### src/rtl/serial_pattern_pkg.sv
// Shared types and constants for the serial pattern matcher.
package serial_pattern_pkg;

  typedef enum logic {
    FILL  = 1'b0,
    ARMED = 1'b1
  } state_e;

  localparam int DEFAULT_WIDTH   = 8;
  localparam int DEFAULT_COUNT_W = 8;

  // Bits needed to count 0..width inclusive.
  function automatic int bit_cnt_w(input int width);
    return $clog2(width + 1);
  endfunction

endpackage

### src/rtl/serial_pattern_matcher_xnor_compare.sv
// Per-bit XNOR gate bank reduced by AND: eq_o is high when a_i equals b_i.
module xnor_compare #(
  parameter int WIDTH = 8
) (
  input  logic [WIDTH-1:0] a_i,
  input  logic [WIDTH-1:0] b_i,
  output logic             eq_o
);

  logic [WIDTH-1:0] bit_eq_s;

  for (genvar i = 0; i < WIDTH; i++) begin : g_bit
    xnor u_xnor (bit_eq_s[i], a_i[i], b_i[i]);
  end

  assign eq_o = &bit_eq_s;

endmodule

### src/rtl/serial_pattern_matcher.sv
// Bit-serial sync-word matcher with a fill/armed gate.
// Define MATCH_COUNT_EN to build the saturating match counter; otherwise match_count is 0.
module serial_pattern_matcher
  import serial_pattern_pkg::*;
#(
  parameter int WIDTH   = DEFAULT_WIDTH,
  parameter int COUNT_W = DEFAULT_COUNT_W
) (
  input  logic               clk,
  input  logic               rst_n,
  input  logic               load,
  input  logic [WIDTH-1:0]   pattern_in,
  input  logic               valid,
  input  logic               din,
  output logic               match,
  output logic               armed,
  output logic [WIDTH-1:0]   window,
  output logic [COUNT_W-1:0] match_count
);

  localparam int                   CNT_W    = bit_cnt_w(WIDTH);
  localparam logic [CNT_W-1:0]     CNT_FULL = CNT_W'(WIDTH);

  state_e           state_q, state_d;
  logic [CNT_W-1:0] cnt_q, cnt_d;
  logic [WIDTH-1:0] pattern_q, pattern_d;
  logic [WIDTH-1:0] window_q, window_d;
  logic             match_q, match_d;
  logic [WIDTH-1:0] window_shift_s;
  logic             eq_s;

  assign window_shift_s = {window_q[WIDTH-2:0], din};

  // Compare the post-shift window so a match reports the bit just accepted.
  xnor_compare #(.WIDTH(WIDTH)) u_cmp (
    .a_i  (window_shift_s),
    .b_i  (pattern_q),
    .eq_o (eq_s)
  );

  always_ff @(posedge clk) begin
    if (!rst_n) begin
      state_q   <= FILL;
      cnt_q     <= '0;
      pattern_q <= '0;
      window_q  <= '0;
      match_q   <= 1'b0;
    end else begin
      state_q   <= state_d;
      cnt_q     <= cnt_d;
      pattern_q <= pattern_d;
      window_q  <= window_d;
      match_q   <= match_d;
    end
  end

  always_comb begin
    state_d   = state_q;
    cnt_d     = cnt_q;
    pattern_d = pattern_q;
    window_d  = window_q;
    match_d   = 1'b0;
    if (load) begin
      state_d   = FILL;
      cnt_d     = '0;
      pattern_d = pattern_in;
      window_d  = '0;
    end else if (valid) begin
      window_d = window_shift_s;
      if (cnt_q != CNT_FULL) begin
        cnt_d = cnt_q + 1'b1;
      end else begin
        cnt_d = cnt_q;
      end
      case (state_q)
        FILL:    state_d = (cnt_d == CNT_FULL) ? ARMED : FILL;
        ARMED:   state_d = ARMED;
        default: state_d = FILL;
      endcase
      // The armed gate keeps an all-zero pattern from matching the cleared window.
      match_d = eq_s & (state_d == ARMED);
    end else begin
      match_d = 1'b0;
    end
  end

`ifdef MATCH_COUNT_EN
  logic [COUNT_W-1:0] count_q, count_d;

  always_ff @(posedge clk) begin
    if (!rst_n) begin
      count_q <= '0;
    end else begin
      count_q <= count_d;
    end
  end

  // Counts alongside match_d so the count and the pulse appear together.
  always_comb begin
    count_d = count_q;
    if (load) begin
      count_d = '0;
    end else if (match_d && (count_q != {COUNT_W{1'b1}})) begin
      count_d = count_q + 1'b1;
    end else begin
      count_d = count_q;
    end
  end

  assign match_count = count_q;
`else
  assign match_count = '0;
`endif

  assign match  = match_q;
  assign armed  = (state_q == ARMED);
  assign window = window_q;

endmodule
### config.mk
export PLATFORM = sky130hd
export DESIGN_NAME = serial_pattern_matcher
export DESIGN_NICKNAME = d
export VERILOG_FILES = /design/src/rtl/serial_pattern_pkg.sv /design/src/rtl/serial_pattern_matcher_xnor_compare.sv /design/src/rtl/serial_pattern_matcher.sv
export SDC_FILE = /design/constraint.sdc
export NUM_CORES = 1
export LEC_CHECK = 0
export ABC_CLOCK_PERIOD_IN_PS = 2100
export CORE_MARGIN = 2
export CORE_UTILIZATION = 54
export DETAILED_ROUTE_END_ITERATION = 6
export DONT_BUFFER_PORTS = 1
export GPL_ROUTABILITY_DRIVEN = 0
export PLACE_DENSITY_LB_ADDON = 0.25
export SLEW_MARGIN = 20
export SYNTH_ARGS = -nofsm -noshare
export SYNTH_HDL_FRONTEND = slang
export SYNTH_SLANG_ARGS = --single-unit
### constraint.sdc
create_clock -name clk -period 2.1 [get_ports clk]
set_input_delay 0.42 -clock clk [delete_from_list [all_inputs] [get_ports clk]]
set_output_delay 0.42 -clock clk [all_outputs]
set_load 0.03 [all_outputs]
==> results.py <==
metrics = {
    "run_status": {
        "outcome": "finished clean",
    },
    "sta": {
        "slew_violations": 0,
        "finalSetupViolCount": 0,
        "rsz0062_at_grt": "false",
        "skew_ns": 0.00356,
        "setup_ws_ns": 0.390,
        "finalHoldViolations": 0,
        "worst_pin_slew_ns": 0.553,
        "maxSlewHeadroom_pct": 63.1,
        "fin_crit_sh_pct": 81.4,
        "post-route-min-period_ns": 1.71,
        "fin_tns_setup_ns": 0,
        "fmax_ghz": 0.585,
    },
    "flow_run": {
        "drv_cap": 0,
    },
    "detailed_routing": {
        "dr.pass1.iters": 2,
        "vias": 678,
        "first_iter_violations": 2,
        "drc": 0,
        "wl_per_cell_um": 12.9,
        "postRouteAntennaNets": 0,
        "routed_via_density": 5.10,
        "finalWirelength_mm": 1.72,
    },
    "cts": {
        "cts-buffers-inserted": 3,
        "cts.reportedPaths.clkPinSlew_ns": 0.12,
        "clk_latency_ns": 0.31,
        "htreeDepth": 1,
        "cts_sinks": 22,
        "cts_resized": 0,
        "cts_root_buf": "clkbuf_4",
        "cts_tree": "done",
        "cts_buffer_depth": 2,
        "hold_buffers": 0,
        "post_cts_buffers": 0,
    },
    "pwr": {
        "clkPwrFrac_pct": 38.8,
        "p_sw_uw": 176,
        "p_int_uw": 649,
        "pwr-share-comb_pct": 8.0,
        "ir_drop_uv": 573,
        "swShare_pct": 21.3,
        "p_per_area_nw_per_um2": 760,
        "p_leak_uw": 0.000457,
        "power_frac_seq_pct": 53.3,
    },
    "synth": {
        "synthAdderAreaFrac_pct": 2.40,
        "syn_avg_cell_area_um2": 9.73,
        "yosys.area_share.simple_pct": 15.3,
        "ys_warn_count": 0,
        "ys_ff_latch": 22,
        "synth_cells": 107,
        "synth_xor_xnor_area_share_pct": 9.25,
        "synth_top_family_by_area": "multiplexers",
        "yosysSeqAreaShare_pct": 42.3,
        "ys_types": 23,
        "synth_compound_area_share_pct": 4.93,
        "netlist_area_um2": 1040,
        "synth.area.mux_share_pct": 16.3,
    },
    "critical_path": {
        "rr_endpoint": "match",
        "end_kind": "register",
        "r2r-start": "cnt_q[0]",
        "path_class": "register to register",
        "reg2reg_depth": 6,
        "crit_fanout": 6,
        "crit_path_start_kind": "register",
        "worstPathRequired_ns": 2.31,
        "arrival_ns": 1.92,
        "r2r_setup_slack_ns": 0.39,
    },
    "placed_design": {
        "io_buffers": 0,
        "dpl_worst_slack_ns": 0.425,
        "hpwl_mm": 1.29,
    },
    "floorplanning": {
        "die-area_um2": 2290,
        "initial_utilization_pct": 59.0,
        "fp.dieW_um": 47.9,
        "io_pins": 31,
        "core-area_um2": 1760,
        "rows": 15,
        "die_h_um": 47.9,
    },
    "global_route": {
        "grt_pass1_wl_mm": 2.64,
        "grt_max_degree": 16,
        "grt_pass1_vias": 615,
        "grt-ovfl-total": 0,
        "antenna_found_initial": 0,
        "grt_usage_pct": 17.4,
    },
    "layout": {
        "drive_gt1_share_pct": 7.41,
        "areaGrowthSynthToFinish_pct": 4.33,
        "fin_util_pct": 61.6,
        "nets": 124,
        "num_antenna_cells": 0,
    },
    "worst_hold_path": {
        "hold_end": "pattern_q[3]",
        "hold_path.class": "input pin to register",
        "min_from": "rst_n",
        "holdPathStages": 1,
    },
}
[worst max path at each step]
stage | from | to | slack [ns]
global placement | cnt_q[0] | match | 0.49
global route | cnt_q[0] | match | 0.29
floorplan | cnt_q[0] | match | 0.54
CTS | cnt_q[0] | match | 0.38
detailed placement | cnt_q[0] | match | 0.42
finish | cnt_q[0] | match | 0.39
[cell usage in the layout, fill, tap and decap left out, types with 2 or more instances in the layout]
cell type	instances
dfxtp_1	22
mux2i_1	17
nor2_1	11
nor2b_1	8
conb_1	8
xor2_1	6
xnor2_1	5
inv_1	4
nand2_1	4
a21oi_1	3
nand3_1	3
clkbuf_4	3
nand4_1	2
ha_1	2
buf_4	2
[state kept, by name, summed over array words and instances, names as in the netlist]
name,count
armed,1
cnt_q,4
match,1
pattern_q,8
window,8
[worst max-delay path, stage by stage, from the launching register on]
cell and delay, ns:
dfxtp_1 0.44, inv_1 0.12, ha_1 0.22, a21oi_1 0.16, nor3b_2 0.18, o2111ai_1 0.19
a2111oi_2 0.31
[power groups by stage]
stage / logic [uW] / clock network (uW) / registers [uW]
3_3_place_gp: 64.2 / 0 / 449
2_1_floorplan: 81.6 / 0 / 447
5_1_grt: 74.2 / 347 / 441
4_1_cts: 66.3 / 330 / 440
3_5_place_dp: 66.1 / 0 / 449
6_report: 65.7 / 320 / 439
[cell families after synthesis]
logic type | after synthesis
simple gates | 31
flops | 22
mux | 17
buf+inv | 16
xor+xnor | 11
compound gates | 7
fa+ha+maj | 2
other cells | 1
[synthesized netlist by cell type, drive strengths merged]
master,count,share of area [%]
dfxtp,22,42
mux2i,17,16
buf,11,7.2
nor2,11,4.0
nor2b,8,4.8
xor2,6,5.0
xnor2,5,4.2
inv,4,1.4
nand2,4,1.4
a21oi,3,1.4
nand3,3,1.4
ha,2,2.4
nand4,2,1.2
a2111oi,1,1.4
clkbuf,1,0.48
conb,1,0.36
nand2b,1,0.60
nor3b,1,1.2
nor4,1,0.60
o2111ai,1,0.84
o21ai,1,0.48
o31ai,1,0.72
[routing by layer]
layer / vias to the layer above / global-route usage, % / wire length, um
met5: - / 0 / 0
met2: 24 / 29.3 / 888
met3: 5 / 8.30 / 132
met1: 309 / 18.3 / 666
met4: 0 / 8.11 / 27
li1: 340 / - / -
[layout make-up]
class,instances,area [um2]
Tap cell,25,31.3
Multi-Input combinational cell,76,532
Inverter,4,15.0
Fill cell,168,678
Timing Repair Buffer,2,15.0
Sequential cell,22,440
Clock inverter,1,30.0
Clock buffer,3,22.5
[metrics by stage]
| step | hold WS (ns) | instances | cell area, um2 | total power [uW] |
|---|---|---|---|---|
| after floorplan | 0.497 | 114 | 1070 | 528 |
| after global placement | 0.521 | 129 | 1030 | 513 |
| after detailed placement | 0.533 | 129 | 1030 | 515 |
| after CTS | 0.223 | 133 | 1090 | 836 |
| after global routing | 0.215 | 133 | 1090 | 862 |
| final | 0.234 | 133 | 1090 | 825 |
Power figures use the tool's default switching activity.
